<file path="src/rtl/out_pin_pkg.sv">
// Shared encodings and default constants for the multi-channel output pin block.
package out_pin_pkg;

  typedef enum logic [1:0] {
    MODE_OFF    = 2'd0,
    MODE_TOGGLE = 2'd1,
    MODE_PULSE  = 2'd2,
    MODE_BURST  = 2'd3
  } mode_t;

  localparam int          DEF_CNT_W        = 24;
  localparam logic [23:0] DEF_RESET_PERIOD = 24'd8000000;
  localparam int          DEF_BURST_LEN    = 8;

endpackage

</file>
<file path="src/rtl/out_pin_chan.sv">
// One output channel: period counter, mode/period registers, burst counter,
// registered pin and sticky burst-done flag. A load strobe replaces the
// configuration and restarts the channel from a cleared state.
module out_pin_chan
  import out_pin_pkg::*;
#(
  parameter int                CNT_W        = DEF_CNT_W,
  parameter mode_t             RESET_MODE   = MODE_TOGGLE,
  parameter logic [CNT_W-1:0]  RESET_PERIOD = CNT_W'(DEF_RESET_PERIOD),
  parameter int                BURST_LEN    = DEF_BURST_LEN
) (
  input  logic             clk,
  input  logic             rst_n,
  input  logic             load,
  input  mode_t            load_mode,
  input  logic [CNT_W-1:0] load_period,
  output logic             pin,
  output logic             done
);

  localparam logic [7:0] BURST_END = 8'(BURST_LEN);

  mode_t            mode;
  logic [CNT_W-1:0] period;
  logic [CNT_W-1:0] cnt;
  logic [CNT_W-1:0] last;
  logic [CNT_W-1:0] cnt_next;
  logic [7:0]       bcnt;
  logic             evt;

  // A programmed period of 0 behaves as 1, so the terminal count is 0 in both cases.
  assign last     = (period == '0) ? '0 : period - CNT_W'(1);
  assign evt      = (cnt == last);
  assign cnt_next = evt ? '0 : cnt + CNT_W'(1);

  // Counter and output update; load takes priority over the running mode.
  always_ff @(posedge clk or negedge rst_n) begin
    if (!rst_n) begin
      mode   <= RESET_MODE;
      period <= RESET_PERIOD;
      cnt    <= '0;
      bcnt   <= '0;
      pin    <= 1'b0;
      done   <= 1'b0;
    end else if (load) begin
      mode   <= load_mode;
      period <= load_period;
      cnt    <= '0;
      bcnt   <= '0;
      pin    <= 1'b0;
      done   <= 1'b0;
    end else begin
      case (mode)
        MODE_TOGGLE: begin
          cnt <= cnt_next;
          if (evt) pin <= ~pin;
        end
        MODE_PULSE: begin
          cnt <= cnt_next;
          pin <= evt;
        end
        MODE_BURST: begin
          // Once the last pulse has been shown, freeze the counter and latch done.
          if (bcnt == BURST_END) begin
            pin  <= 1'b0;
            done <= 1'b1;
          end else begin
            cnt <= cnt_next;
            pin <= evt;
            if (evt) bcnt <= bcnt + 8'd1;
          end
        end
        default: begin
          cnt <= '0;
          pin <= 1'b0;
        end
      endcase
    end
  end

endmodule

</file>
<file path="src/rtl/out_pin_multi.sv">
// Multi-channel output pin driver: NUM_CH independent toggle/pulse/burst
// channels reprogrammed one at a time through a valid/ready config port.
// Build option OUT_PIN_HEARTBEAT_EN adds a free-running heartbeat counter;
// LED then shows the heartbeat bit OR any burst-done flag, otherwise LED
// follows PIN[0]. USBPU is tied low.
module out_pin_multi
  import out_pin_pkg::*;
#(
  parameter int               NUM_CH       = 2,
  parameter int               CNT_W        = DEF_CNT_W,
  parameter logic [1:0]       RESET_MODE   = 2'd1,
  parameter logic [CNT_W-1:0] RESET_PERIOD = CNT_W'(DEF_RESET_PERIOD),
  parameter int               BURST_LEN    = DEF_BURST_LEN,
`ifdef OUT_PIN_HEARTBEAT_EN
  parameter int               HB_BIT       = 22,
`endif
  localparam int              CH_W         = (NUM_CH > 1) ? $clog2(NUM_CH) : 1
) (
  input  logic              CLK,
  input  logic              RST_N,
  input  logic              cfg_valid,
  output logic              cfg_ready,
  input  logic [CH_W-1:0]   cfg_ch,
  input  logic [1:0]        cfg_mode,
  input  logic [CNT_W-1:0]  cfg_period,
  output logic [NUM_CH-1:0] PIN,
  output logic [NUM_CH-1:0] done,
  output logic              LED,
  output logic              USBPU
);

  logic              xfer;
  logic [NUM_CH-1:0] load;

  assign xfer = cfg_valid & cfg_ready;

  // Ready drops for exactly one cycle after every accepted transfer.
  always_ff @(posedge CLK or negedge RST_N) begin
    if (!RST_N) cfg_ready <= 1'b1;
    else        cfg_ready <= ~xfer;
  end

  // Channel numbers at or above NUM_CH match no load strobe, so the transfer is absorbed.
  for (genvar g = 0; g < NUM_CH; g++) begin : g_ch
    assign load[g] = xfer && (cfg_ch == CH_W'(g));

    out_pin_chan #(
      .CNT_W       (CNT_W),
      .RESET_MODE  (mode_t'(RESET_MODE)),
      .RESET_PERIOD(RESET_PERIOD),
      .BURST_LEN   (BURST_LEN)
    ) u_chan (
      .clk        (CLK),
      .rst_n      (RST_N),
      .load       (load[g]),
      .load_mode  (mode_t'(cfg_mode)),
      .load_period(cfg_period),
      .pin        (PIN[g]),
      .done       (done[g])
    );
  end

`ifdef OUT_PIN_HEARTBEAT_EN
  logic [HB_BIT:0] hb_cnt;

  // Free-running heartbeat counter.
  always_ff @(posedge CLK or negedge RST_N) begin
    if (!RST_N) hb_cnt <= '0;
    else        hb_cnt <= hb_cnt + 1'b1;
  end

  assign LED = hb_cnt[HB_BIT] | (|done);
`else
  assign LED = PIN[0];
`endif

  assign USBPU = 1'b0;

endmodule
</file>
<file path="config.mk">
export PLATFORM = sky130hd
export DESIGN_NAME = out_pin_multi
export DESIGN_NICKNAME = d
export VERILOG_FILES = /design/src/rtl/out_pin_pkg.sv /design/src/rtl/out_pin_chan.sv /design/src/rtl/out_pin_multi.sv
export SDC_FILE = /design/constraint.sdc
export NUM_CORES = 1
export LEC_CHECK = 0
export BUFFER_PORTS_ARGS = -buffer_cell sky130_fd_sc_hd__buf_2
export CORE_MARGIN = 2
export CORE_UTILIZATION = 56
export CTS_CLUSTER_SIZE = 40
export DETAILED_ROUTE_END_ITERATION = 10
export HOLD_SLACK_MARGIN = 0.05
export PLACE_DENSITY = 0.74
export SLEW_MARGIN = 0
export SYNTH_ARGS = -nofsm -noshare
export SYNTH_HDL_FRONTEND = slang
export SYNTH_SLANG_ARGS = --single-unit
</file>
<file path="constraint.sdc">
create_clock -name CLK -period 4.55 [get_ports CLK]
set_input_delay 0.2275 -clock CLK [delete_from_list [all_inputs] [get_ports CLK]]
set_output_delay 0.2275 -clock CLK [all_outputs]
set_load 0.01 [all_outputs]
</file>
* Word level (Yosys, flattened, before mapping)
Index checks and enable logic that the tools add are counted.
Cells by class: reduce and logical (&&, ||, !) cells 16, add/sub/neg operators 6, multiplexer cells 32, bitwise logic cells 5, equal/unequal tests 16
Operator list (count):
- 2-to-1 mux 24 bit | 8
- one-hot mux 24 bit (2 select lines) | 2
- 2-to-1 mux 8 bit | 8
- adder 24 x 1 -> 24 bit, second input constant | 2
- == test 24 bit | 2
- logical NOT 24 bit | 2
- subtractor 24 x 1 -> 24 bit, second input constant | 2
- adder 8 x 1 -> 8 bit, second input constant | 2
- == test 8 x 4 -> 1 bit, second input constant | 2
- 2-to-1 mux 1 bit | 12
- nonzero test 2 bit | 6
- == test 2 bit, second input constant | 4
- inequality test 3 x 1 -> 1 bit, second input constant | 2
- inequality test 3 x 2 -> 1 bit, second input constant | 2
- one-hot mux 1 bit (3 select lines) | 2
- AND reduction 3 bit | 2
- == test 2 x 1 -> 1 bit, second input constant | 2
- inequality test 2 x 1 -> 1 bit, second input constant | 2
- NOT 1 bit | 4
- AND reduction 2 bit | 2
- OR reduction 2 bit | 2
- logical AND 1 bit | 2
- AND 1 bit | 1
Word-level totals: register bits after elaboration 121, word-level logic and storage cells 88

* Depth between registers and ports, before layout
Gate-level depths: netlist of the first run.
depth after elaboration 7, depth in mapped cells 14, gate-level depth less buffers 11

* Modules after synthesis
From an unflattened synthesis of the first run, not the netlist that was laid out.
Second synthesis, totals: cell total of the unflattened synthesis 963, area, all modules 8533.2 µm²
Modules (own cells, without submodules):
- out_pin_chan at g_ch[0].u_chan | sequential area each 1511.4 µm², area each 4271.6 µm², instances 1, cells each 490
- out_pin_chan at g_ch[1].u_chan | sequential area each 1511.4 µm², area each 4197.8 µm², instances 1, cells each 466
- out_pin_multi | sequential area each 26.3 µm², area each 63.8 µm², instances 1, cells each 7

* Least setup slack after synthesis of the first run
OpenSTA, ideal clock, no wires.
path kind flip-flop to flip-flop, start point register g_ch[0].u_chan.period[0], end point register g_ch[0].u_chan.bcnt[2], library setup time 0.136 ns, slack 1.068 ns, stages on the path, launching flop included 15, buffers on the path 3, clock period less this slack 3.482 ns, data arrival time 3.346 ns, required time 4.414 ns, path through dfrtp_1 > inv_1 > ha_1 > nor3b_1 > nand4_1 > buf_2 > o211ai_1 > o21ai_0 > a2111o_1 > nor4_1 > nand4_2 > buf_2 > buf_2 > o31ai_1 > a21oi_1
On the way: cells in the longest elaborated chain, start to end 5
Ends and longest elaborated chain:
- start, declared | RTL line out_pin_chan.sv:24 | logic [CNT_W-1:0] period;
- start signal, assigned | RTL line out_pin_chan.sv:47 | period <= load_period;
- subtractor 24 x 1 -> 24 bit or logical NOT 24 bit (tied branches) | RTL line out_pin_chan.sv:32 | assign last = (period == '0) ? '0 : period - CNT_W'(1);
- 2-to-1 mux 24 bit * | RTL line out_pin_chan.sv:32
- == test 24 bit * | RTL line out_pin_chan.sv:33 | assign evt = (cnt == last);
- nonzero test 2 bit (no line) *
- AND reduction 3 bit (no line) *
- end signal, assigned | RTL line out_pin_chan.sv:70 | if (evt) bcnt <= bcnt + 8'd1;
- end, declared | RTL line out_pin_chan.sv:28 | logic [7:0] bcnt;
Every way passes the cells marked *; elsewhere a longest branch is shown, timed or not. A chain may end at the register's enable or synchronous reset.

* Worst setup path after layout of the first run
start point register g_ch[0].u_chan.period[4], end point register g_ch[0].u_chan.bcnt[7]
Same word-level chain as after synthesis.

==> results of run 1 <==
[critical path, cell delays in order (launching register included)]
cell and delay [ps]:
dfrtp_1 460, nor4_1 570, nand4_1 510, o211ai_1 360, o21ai_0 140, a2111o_1 400
nor4_1 420, nand4_2 140, buf_4 280, or4_1 530, a21oi_1 160
[metal layers]
metal	share of wire	routed length, um	GRT usage
met3	0.047	1040	0.0713
met5	0	0	0
met1	0.44	9580	0.364
met2	0.48	10600	0.465
met4	0.031	682	0.115
[registers in the layout, indices dropped and copies added (netlist names)]
register and flops:
cfg_ready 1, g_ch.u_chan.bcnt 16, g_ch.u_chan.cnt 48, g_ch.u_chan.done 2, g_ch.u_chan.mode 4, g_ch.u_chan.period 48, g_ch.u_chan.pin 2
[worst min-delay path by stage]
stage | from | end | slack [ps] | cells past startpoint
detailed placement | RST_N | g_ch[1].u_chan.cnt[2]$_DFFE_PN0P_ | 130 | 1
global placement | RST_N | g_ch[1].u_chan.cnt[2]$_DFFE_PN0P_ | 130 | 1
CTS | cfg_period[16] | g_ch[1].u_chan.period[16]$_DFFE_PN0P_ | 60 | 3
global route | cfg_period[23] | g_ch[1].u_chan.period[23]$_DFFE_PN0P_ | 60 | 3
floorplan | RST_N | g_ch[0].u_chan.bcnt[0]$_DFFE_PN0P_ | -70 | 0
finish | cfg_period[16] | g_ch[1].u_chan.period[16]$_DFFE_PN0P_ | 70 | 3
[power groups by stage]
stage                     Sequential, mW  Clock [mW]  Combinational [mW]
final                               1.35        1.43               0.763
after global routing                1.37        1.50               0.851
after CTS                           1.35        1.45               0.756
after detailed placement            1.36           0               0.733
after global placement              1.36           0               0.723
after floorplan                     1.29           0               0.610
[synth_stat cells, types with 9 or more instances]
cell      number
and3_1        17
mux2i_1       20
or4_1         23
o211ai_1      10
a21oi_1       38
dfrtp_1      104
nor4_1        21
nor3_1        37
o31ai_1       14
xnor2_1       38
nand3_1       68
nor2_1        45
o22ai_1       12
nand2_1      221
nand4_1       27
a31oi_1       29
xor2_1        14
buf_2          9
clkbuf_1      54
or3_1         13
o21ai_0       37
dfstp_2       17
or2_2         10
inv_1         39
[final cells by class]
type                            instances  area [um^2]  area share
Timing Repair Buffer                   74          536      0.0568
Inverter                               39          146      0.0155
Clock inverter                         12          173      0.0183
Tap cell                              184          230      0.0244
Sequential cell                       121         3050       0.324
Multi-Input combinational cell        812         4840       0.514
Clock buffer                           20          447      0.0474
[cell families after synthesis]
logic type,synth area share
buffers and inverters,0.0605
DFF,0.364
AOI/OAI and AO/OA,0.154
xor gates and xnor gates,0.0544
other,0.000448
muxes,0.0252
adders and majority gates,0.0120
and+or+nand+nor,0.330
==> impl_summary.md, run 1 <==
Power
In this run the static leakage power is 3.80 nW. The share of power burned in the clock network is 0.404. The switching power total is 1.11 mW. The cell-internal power is 2.43 mW. The sum of internal, switching and leakage power is 3.55 mW. The portion of total power attributed to combinational logic is 0.215. The share of total power in sequential cells is 0.381.

The maximum resistive drop on vdd is 290 uV. For this design the ratio of total power to cell area is 376 nW/um^2. The fraction of power spent switching nets is 0.314.

Setup path
The worst register-to-register path has a depth of 10. The worst setup path category is register to register. The worst setup path is launched from a register. The nature of the critical path endpoint is a register. For flop-to-flop paths, the worst setup slack is 500 ps.

The required time of the critical path is 4890 ps. The startpoint identified for the worst register-to-register timing path is g_ch[0].u_chan.period[4]$_DFFE_PN0P_. In this run the worst setup path terminates at g_ch[0].u_chan.bcnt[7]$_DFFE_PN0P_.

The highest fanout seen on the critical path is 43. The launch point of the critical path is g_ch[0].u_chan.period[4]$_DFFE_PN0P_. At the worst endpoint, the arrival time is 4400 ps.

The worst register-to-register path ends at g_ch[0].u_chan.bcnt[7]$_DFFE_PN0P_.

Synth
The synthesized design spends more area on one cell type than any other, namely dfrtp_1. After synthesis, the cell types taking the most area are dfrtp_1 (31%), nand2_1 (9.9%), dfstp_2 (5.3%). The cell area that synthesis handed to floorplanning was 8380 um^2.

The distinct cell type count after synthesis is 79. The leading register cell type out of synthesis is dfrtp_1. The share of the Yosys chip area taken by registers is 0.364. The synthesized net count is 1,088. A synthesized cell averages 7.98 um^2.

The register bit total from synthesis is 121. The async set or reset register ratio after synthesis is 1.00. After technology mapping, the gate count stands at 1,050.

The synthesized design contains 0 enable-type register cells. For this run, the number of Yosys warnings is 0. The share of synthesized area in the top cell type comes to 0.311.

STA
Adding up every negative setup slack in the final design gives 0 ps. Setup repair after global routing left no endpoint under its margin. The number of setup violations in the final report is 0. The minimum clock period after layout is 4050 ps. Final hold analysis gives a worst-case slack of 72.9 ps. The worst pin sits at a relative slew slack of 0.327. The count of pins over their slew limit is 0.

The final worst setup slack is 496 ps. The maximum clock frequency is 247 MHz. The final-report hold violation count is 0. The final clock period utilization by the worst path is 0.891. The clock arrives with 7.14 ps of skew.

The slew at the pin closest to its max-slew limit is 1010 ps.

Global route
The residual overflow from global routing is 0. The overall track demand over capacity in global routing is 0.285. The number of antenna violations at the first check in global routing came to 0. Entering global routing, the biggest net connects 57 pins.

The first-pass GRT wire length is 36.9 mm. The via count of the first global-routing pass is 7,388.

Route
The DRC violation count after routing is 0. The first TritonRoute pass finished after 5 iterations. The routed via count divided by cell count is 6.22. The violation count after the first detailed-route iteration is 633.

The count of antenna-violating nets left after detailed routing is 0. For this block, the via count after detailed routing is 7,851. The wire length reported by the detailed router is 21.9 mm. Dividing the detail-routed wire length by the instance count gives 17.4 um.

Floorplanning
For this configuration, the core starts out at a cell density of 0.574. The placeable core region is 14,600 um^2. From left edge to right edge, the die measures 126 um. The floorplan row count is 44. The floorplan step defined a die boundary enclosing 16,000 um^2.

The vertical extent of the die is 126 um. 37 I/O pins were placed.

Layout
The number of antenna diodes in the final layout is 0. With fillers left out, the area of the finished cells amounts to 9420 um^2. The top cell types in the final layout, fill and taps aside, are nand2_1 (221), dfrtp_1 (104), nand3_1 (68), nor2_1 (44), inv_1 (39).

The count of non-filler cells in the finished layout is 1,262. Once layout is complete, the utilization of the core stands at 0.646. From synthesis to final layout, the design area changed by 12.5%. Of the cells placed in the final design, the portion with a size suffix greater than 1 is 0.122. The post-layout net count is 1,103. Counting the fill cells in the layout gives 1,217. The most frequent standard cell in the layout excluding fill and tap cells is nand2_1.

Clock network
The clock sink total is 121. In this run, post-CTS repair resized a total of 0 instances. Clock latency on the worst-skew pair, taken at its later pin, is 430 ps. The H-tree generated during clock tree synthesis spans 4 levels. The root buffer cell is clkbuf_16. After clock tree synthesis, the clock-pin slew on the worst setup and hold paths is 60 ps. Buffers added to address setup during post-CTS repair amount to 0.

The number of hold buffers added after cts is 26. The clock passes through at most 2 buffers. The TritonCTS clock tree is done.

In this run, CTS created clock tree buffers numbering 17.

Worst hold path
The path type of the worst min-delay path is input pin to register.

Placed design
The count of input and output buffers is 35. The worst setup slack after placement is 544 ps. The standard cell area after detailed placement is 8540 um^2.

The post-placement cell count is 1,204. The final RePlAce weighted congestion is 0.916. The post-DP HPWL is 15.1 mm.

Flow run
Across the run, the number of max-cap violations was 0.

Status
The run finished with clean final reports.
(Power assumes the default switching activity.)
==> run 2, diff against run 1 <==
Settings changed: ABC_AREA set to 0, CELL_PAD_IN_SITES_DETAIL_PLACEMENT set to 1, CELL_PAD_IN_SITES_GLOBAL_PLACEMENT set to 1, CORE_UTILIZATION 56 to 47, PLACE_DENSITY 0.74 to not set, PLACE_DENSITY_LB_ADDON set to 0.1.
==> run 2 against run 1 <==
Against the previous run:
- critical endpoint is now g_ch[0].u_chan.cnt[15]$_DFFE_PN0P_
- first-iteration DRC count fell by 30%
- wire length rose by 19%
- die area rose by 19%
- power grew 0.84%
- cell count grew 3.1%
- utilization fell by 10 points
- critical path type unchanged
- combinational power is 3.9% higher
- sequential power about the same
- clock power is essentially flat
- design area rose by 0.19%
- via count up 1.6%
==> impl_summary.md, run 2 (synthesized netlist as in run 1, its figures left out) <==
Layout
The fraction of final layout cells sized beyond drive strength 1 is 0.125 (+0.00394). The number of inserted diodes is 0 (unchanged). The largest registers in the layout are g_ch.u_chan.cnt x48, g_ch.u_chan.period x48, g_ch.u_chan.bcnt x16. The library cell used most frequently in the layout, excluding fill and tap cells, is nand2_1.

The area of all sequential standard cells is 3050 um^2 (unchanged). The count of filler cells inserted in the layout is 2,105 (+73%). The final core area utilization is 0.544 (-0.102). Compared with the post-synthesis result, the final layout area differs by 12.7%. The post-layout net count is 1,101 (-0.18%).

Leaving out fill and tap cells, the most frequent cells in the layout are nand2_1 (221), dfrtp_1 (104), nand3_1 (68), nor2_1 (44), inv_1 (39). The area of the multi-input gates is 4840 um^2 (unchanged). The finished layout cell area was 9440 um^2 (+0.19%).

Floorplanning
The width of the chip is 137 um (+8.9%). The starting density of the core is 0.483 (-0.0915). The number of placed I/O pins is 37 (unchanged). The placeable core region is 17,400 um^2 (+19%).

The vertical extent of the die was 137 um (+8.9%). The floorplan row count is 48 (+9.1%). The floorplan die area is 18,900 um^2 (+19%).

Status
The run finished with clean final reports.

Power
The reported leakage power was 3.79 nW (-0.41%). The share of total power in sequential cells is 0.379 (-0.002). The share of power burned in the clock network is 0.399 (-0.005).

The fraction of power spent switching nets is 0.334 (+0.0200). The portion of total power attributed to combinational logic is 0.222 (+0.007). The power density of the placed cells is 379 nW/um^2 (+0.66%). The switching power total is 1.19 mW (+7.3%). The cell-internal power was 2.38 mW (-2.1%). The maximum resistive drop on vdd is 272 uV (-6.2%).

Route
The DRC violation count after routing is 0 (unchanged). The count of antenna-violating nets left after detailed routing came to 0 (unchanged). The wire length reported by the detailed router is 26.0 mm (+19%). The vias after detailed routing was 7,973 (+1.6%). The average wire per standard cell is 20.0 um (+15%). The violation count after the first detailed-route iteration was 446 (-30%). The detailed-router iteration count before antenna repair came to 5 (unchanged). The routed via count divided by cell count is 6.13 (-1.5%).

Setup path
The highest fanout seen on the critical path is 43 (unchanged). The required time of the critical path was 4850 ps (-40 ps). The worst setup path is of the register to register kind. The startpoint type of the worst setup path is a register. The worst setup path is captured at a register.

The data arrival time of the critical path was 4270 ps (-130 ps).

STA
The count of pins over their slew limit is 0 (unchanged). Setup repair after global routing left no endpoint under its margin. The final-report hold violation count came to 0 (unchanged). The worst clock skew is 9.14 ps (+2.00 ps). The maximum clock frequency is 252 MHz (+2.1%). The relative slew slack is 0.286 (-0.0405).

The final total negative setup slack came to 0 ps (unchanged). The number of setup violations in the final report is 0 (unchanged). The slew at the pin closest to its max-slew limit was 1070 ps (+60.5 ps).

The minimum clock period after layout came to 3970 ps (-81.8 ps). The final clock period utilization by the worst path is 0.873 (-0.0180).

Placed design
The post-DP HPWL was 18.2 mm (+21%). The count of input and output buffers is 35 (unchanged). The standard cell area after detailed placement is 8590 um^2 (+0.60%). The final RePlAce weighted congestion was 0.908 (-0.86%).

Clock network
The number of levels the H-tree was split into is 4 (unchanged). The clock latency on the worst-skew pair was 420 ps (about the same). The CTS clock-pin slew for the worst setup and hold paths is 70 ps (about the same). The clock sink total was 121 (unchanged).

The TritonCTS clock tree is done. In this run the clock root is driven by a clkbuf_16. The clock tree buffer depth is 2 (unchanged).

The post-cts sizing count is 0 (unchanged). The TritonCTS buffer count was 17 (unchanged).

Global route
The maximum number of pins on one net before global-route repair is 46 (-19%). The overall track demand over capacity in global routing is 0.285 (+0.000709). The via count of the first global-routing pass is 7,937 (+7.4%).

The number of antenna violations at the first check in global routing is 0 (unchanged). The residual overflow from global routing is 0 (unchanged). The first-pass GRT wire length is 42.2 mm (+14%).

Worst hold path
The path type of the worst min-delay path is input pin to register.

Flow run
The count of max-cap constraint violations is 0 (unchanged).
## run 2: power groups by stage
stage / Sequential (mW) / Combinational [mW] / Clock [mW]
2_1_floorplan: 1.29 / 0.610 / 0
3_3_place_gp: 1.36 / 0.739 / 0
3_5_place_dp: 1.37 / 0.761 / 0
4_1_cts: 1.35 / 0.787 / 1.45
5_1_grt: 1.38 / 0.880 / 1.49
6_report: 1.36 / 0.793 / 1.43
## run 2: critical path, stage by stage, from the launching register on
cell	delay [ps]
dfrtp_1	460
or4_4	620
or3_1	560
o311ai_0	400
a21oi_1	110
nor3_1	280
a211oi_2	110
nand4_2	90
buf_4	380
nand2_1	390
o311ai_0	420
## run 2: worst paths after layout
| path | from | end | slack [ps] | cells after the start |
|---|---|---|---|---|
| max | g_ch[0].u_chan.period[4]$_DFFE_PN0P_ | g_ch[0].u_chan.cnt[15]$_DFFE_PN0P_ | 580 | 10 |
| min | cfg_period[14] | g_ch[0].u_chan.period[14]$_DFFE_PN0P_ | 70 | 3 |
| max reg2reg | g_ch[0].u_chan.period[4]$_DFFE_PN0P_ | g_ch[0].u_chan.cnt[15]$_DFFE_PN0P_ | 580 | 10 |
| min reg2reg | g_ch[1].u_chan.done$_DFFE_PN0P_ | g_ch[1].u_chan.done$_DFFE_PN0P_ | 470 | 1 |
| max in group asynchronous | RST_N | g_ch[1].u_chan.pin$_DFFE_PN0P_ | 3180 | 3 |
| min in group asynchronous | RST_N | g_ch[0].u_chan.period[16]$_DFFE_PN0P_ | 340 | 2 |
## run 2: final cells by class
cell class	count	share of cell area
tap	225	0.0298
clock inverter	14	0.0182
multi-input combinational	812	0.513
timing repair buffer	72	0.0541
clock buffer	18	0.0465
sequential	121	0.323
inverter	39	0.0155
## run 2: per-stage QoR
step	total power [mW]	worst slack [ps]	std cells	hold slack [ps]
after floorplan	1.90	1070	1050	-68.1
after global placement	2.10	566	1245	232
final	3.58	577	1301	66.0
after CTS	3.59	394	1299	52.2
after detailed placement	2.13	387	1245	237
after global routing	3.74	256	1301	78.3
## run 2: repair_timing
action                                 4_1_cts  5_1_grt
hold buffers                                22        0
buffers inserted                             0        2
endpoints found under the hold margin       67        0
setup endpoints to repair                    0       17
## run 2: per-layer routing
metal	vias up	global-route usage	routed length, um
li1	3808	-	-
met1	4024	0.356	11400
met2	110	0.511	13600
met3	31	0.0419	620
met4	0	0.0785	422
met5	-	0	0
==> run 3, diff against run 2 <==
Settings changed: CORE_UTILIZATION 47 to 43, PLACE_DENSITY set to 0.83, PLACE_DENSITY_LB_ADDON 0.1 to not set.
Clock period 4.55 ns to 3.35 ns, I/O delays scaled along.
==> run 3 against run 2 <==
Against the previous run:
- the run now ends with max-capacitance violations, max-slew violations, negative setup slack left
- register-to-register slack got worse by 1600 ps
- non-clock buffer count is 172 higher
- utilization up 7.9 points
- sequential power rose by 34%
- maximum frequency shrank 9.5%
- global-route usage up 8.5 points
- critical path depth is 4 higher
- sequential share of layout area is 6.9 points lower
- wire length rose by 87%
- critical endpoint is now g_ch[1].u_chan.cnt[14]$_DFFE_PN0P_
- largest cell class unchanged
- largest power group is now combinational logic
==> impl_summary.md, run 3 (synthesized netlist as in run 1, its figures left out) <==
STA
The maximum clock frequency is 228 MHz (-9.5%). The final-report hold violation count is 0 (unchanged). The minimum hold slack is 204 ps (+138 ps). The worst clock skew came to 14.7 ps (+5.52 ps). The relative slew slack is -0.00488 (-0.291). The final worst setup slack is -1040 ps (-1620 ps). The slew at the pin closest to its max-slew limit was 1510 ps (+440 ps).

The final clock period utilization by the worst path was 1.31 (+0.437). The number of setup violations in the final report came to 66 (+66). The count of pins over their slew limit is 28 (+28). The final total negative setup slack is -56,600 ps (-56,600 ps).

The minimum clock period after layout is 4390 ps (+417 ps). Setup repair after global routing could not meet its margin everywhere.

Placed design
The count of input and output buffers is 35 (unchanged). The post-placement cell count came to 1,401 (+13%). The post-DP HPWL was 20.9 mm (+15%). The worst setup slack after placement is -422 ps (-808 ps). The final RePlAce weighted congestion came to 0.937 (+3.2%).

Clock network
The CTS clock-pin slew for the worst setup and hold paths is 70 ps (about the same). The clock sink total is 121 (unchanged). The TritonCTS buffer count is 17 (unchanged). The number of levels the H-tree was split into came to 4 (unchanged).

The clock latency on the worst-skew pair is 460 ps (+40 ps). TritonCTS built the clock tree. The root buffer cell chosen for the clock tree is clkbuf_16. The clock tree buffer depth is 2 (unchanged).

Route
The wire length reported by the detailed router is 48.6 mm (+87%). The average wire per standard cell was 32.1 um (+60%). The vias after detailed routing is 10,900 (+37%). The routed via count divided by cell count is 7.19 (+17%). The count of antenna-violating nets left after detailed routing is 0 (unchanged). The detailed-router iteration count before antenna repair is 9 (+4). The violation count after the first detailed-route iteration is 1,461 (+230%).

The DRC violation count after routing is 0 (unchanged).

Global route
The residual overflow from global routing came to 0 (unchanged). The overall track demand over capacity in global routing came to 0.370 (+0.0851). The first-pass GRT wire length is 58.3 mm (+38%). The number of antenna violations at the first check in global routing is 1 (+1). The maximum number of pins on one net before global-route repair was 93 (+100%). The via count of the first global-routing pass came to 10,600 (+33%).

Setup path
The data arrival time of the critical path is 4690 ps (+420 ps). The worst setup path is of the register to register kind. STA classifies the critical path endpoint as a register. The launch point of the critical path is g_ch[1].u_chan.period[3]$_DFFE_PN0P_. The required time of the critical path is 3650 ps (-1200 ps). The start of the worst register-to-register path is g_ch[1].u_chan.period[3]$_DFFE_PN0P_. The highest fanout seen on the critical path is 7 (-84%). STA classifies the critical path startpoint as a register.

Floorplanning
The starting density of the core came to 0.435 (-0.0479). The placeable core region is 19,300 um^2 (+11%). The width of the chip was 144 um (+4.4%). The vertical extent of the die came to 144 um (+4.4%). The floorplan row count came to 51 (+6.3%). The floorplan die area is 20,600 um^2 (+9.0%).

The number of placed I/O pins is 37 (unchanged).

Power
The share of power burned in the clock network is 0.330 (-0.069). The maximum resistive drop on vdd is 419 uV (+54%). The power density of the placed cells is 508 nW/um^2 (+34%). The reported leakage power is 4.94 nW (+30%). The portion of total power attributed to combinational logic is 0.371 (+0.149). The switching power total is 2.36 mW (+97%). The share of total power in sequential cells is 0.299 (-0.080).

The cell-internal power is 3.74 mW (+57%). The fraction of power spent switching nets is 0.386 (+0.0525).

Layout
The count of non-filler cells in the finished layout is 1,515 (+16%). The area of all sequential standard cells is 3050 um^2 (about the same). The fraction of final layout cells sized beyond drive strength 1 is 0.349 (+0.224). The largest registers in the layout are g_ch.u_chan.cnt x48, g_ch.u_chan.period x48, g_ch.u_chan.bcnt x16. The final core area utilization is 0.623 (+0.0794). The post-layout net count is 1,274 (+16%). The count of filler cells inserted in the layout came to 2,173 (+3.2%).

Relative to the synthesized area, the layout overhead comes to 43.4%. Leaving out fill and tap cells, the most frequent cells in the layout are nand2_1 (218), buf_4 (145), dfrtp_1 (102), nand3_1 (64), nor2_1 (42). The area of the multi-input gates is 5790 um^2 (+20%). Leaving out fill and tap cells, the most frequent cell in the layout is nand2_1.

Status
The final reports fail on max-capacitance violations, max-slew violations, negative setup slack. The run finished, with violations left.

Worst hold path
In this run the worst hold path is classified as input pin to async pin.

Flow run
The count of max-cap constraint violations is 1 (+1).
## run 3: critical path, stage by stage, from the launching register on
cell and delay, ps:
dfrtp_2 460, buf_4 160, nor4_4 320, buf_4 170, nand3_1 90, buf_4 200
o31ai_1 1040, a21oi_2 200, xor2_1 240, buf_4 180, nor4_2 250, nand4_1 230
buf_4 250, a31oi_1 250, o21ai_0 180
## run 3: cell type report
class,count,share of cell area
antenna,1,0.000208
clock buffer,21,0.0383
clock inverter,11,0.0121
inverter,39,0.0122
multi-input combinational,813,0.482
sequential,121,0.254
tap,265,0.0276
timing repair buffer,244,0.173
## run 3: power groups by stage
stage          logic (mW)  clock network [mW]  registers (mW)
2_1_floorplan       0.831                   0            1.76
5_1_grt              2.32                2.06            1.82
3_3_place_gp         1.36                   0            1.77
6_report             2.26                2.02            1.82
4_1_cts              1.68                1.95            1.77
3_5_place_dp         1.43                   0            1.78
## run 3: per-stage QoR
step / cell area, um^2 / total power [mW]
after floorplan: 8400 / 2.59
after global placement: 9560 / 3.13
after detailed placement: 9560 / 3.21
after CTS: 11100 / 5.40
after global routing: 12000 / 6.20
final: 12000 / 6.10
## run 3: worst paths after layout
kind                                                         end  slack, ps  cells past startpoint
setup reg to reg              g_ch[1].u_chan.cnt[14]$_DFFE_PN0P_      -1040                     14
setup / recovery              g_ch[1].u_chan.cnt[14]$_DFFE_PN0P_      -1040                     14
hold / removal             g_ch[0].u_chan.period[14]$_DFFE_PN0P_        200                      2
max in group asynchronous     g_ch[1].u_chan.bcnt[3]$_DFFE_PN0P_       2220                      3
min in group CLK           g_ch[0].u_chan.period[22]$_DFFE_PN1P_        420                      5
hold reg to reg                  g_ch[0].u_chan.done$_DFFE_PN0P_        490                      1
## run 3: per-layer routing
metal	vias up	wire [um]	track usage
li1	4159	-	-
met1	5323	16300	0.417
met2	958	22200	0.621
met3	445	5350	0.101
met4	4	4710	0.230
met5	-	77	0.0100
## run 3: timing repair
action | 4_1_cts | 5_1_grt
hold endpoints to repair | 80 | 0
cloned | 5 | 4
setup endpoints to repair | 65 | 66
setup buffers | 23 | 24
hold buffers | 28 | 0
pin swaps | 44 | 72
resized for setup | 99 | 141
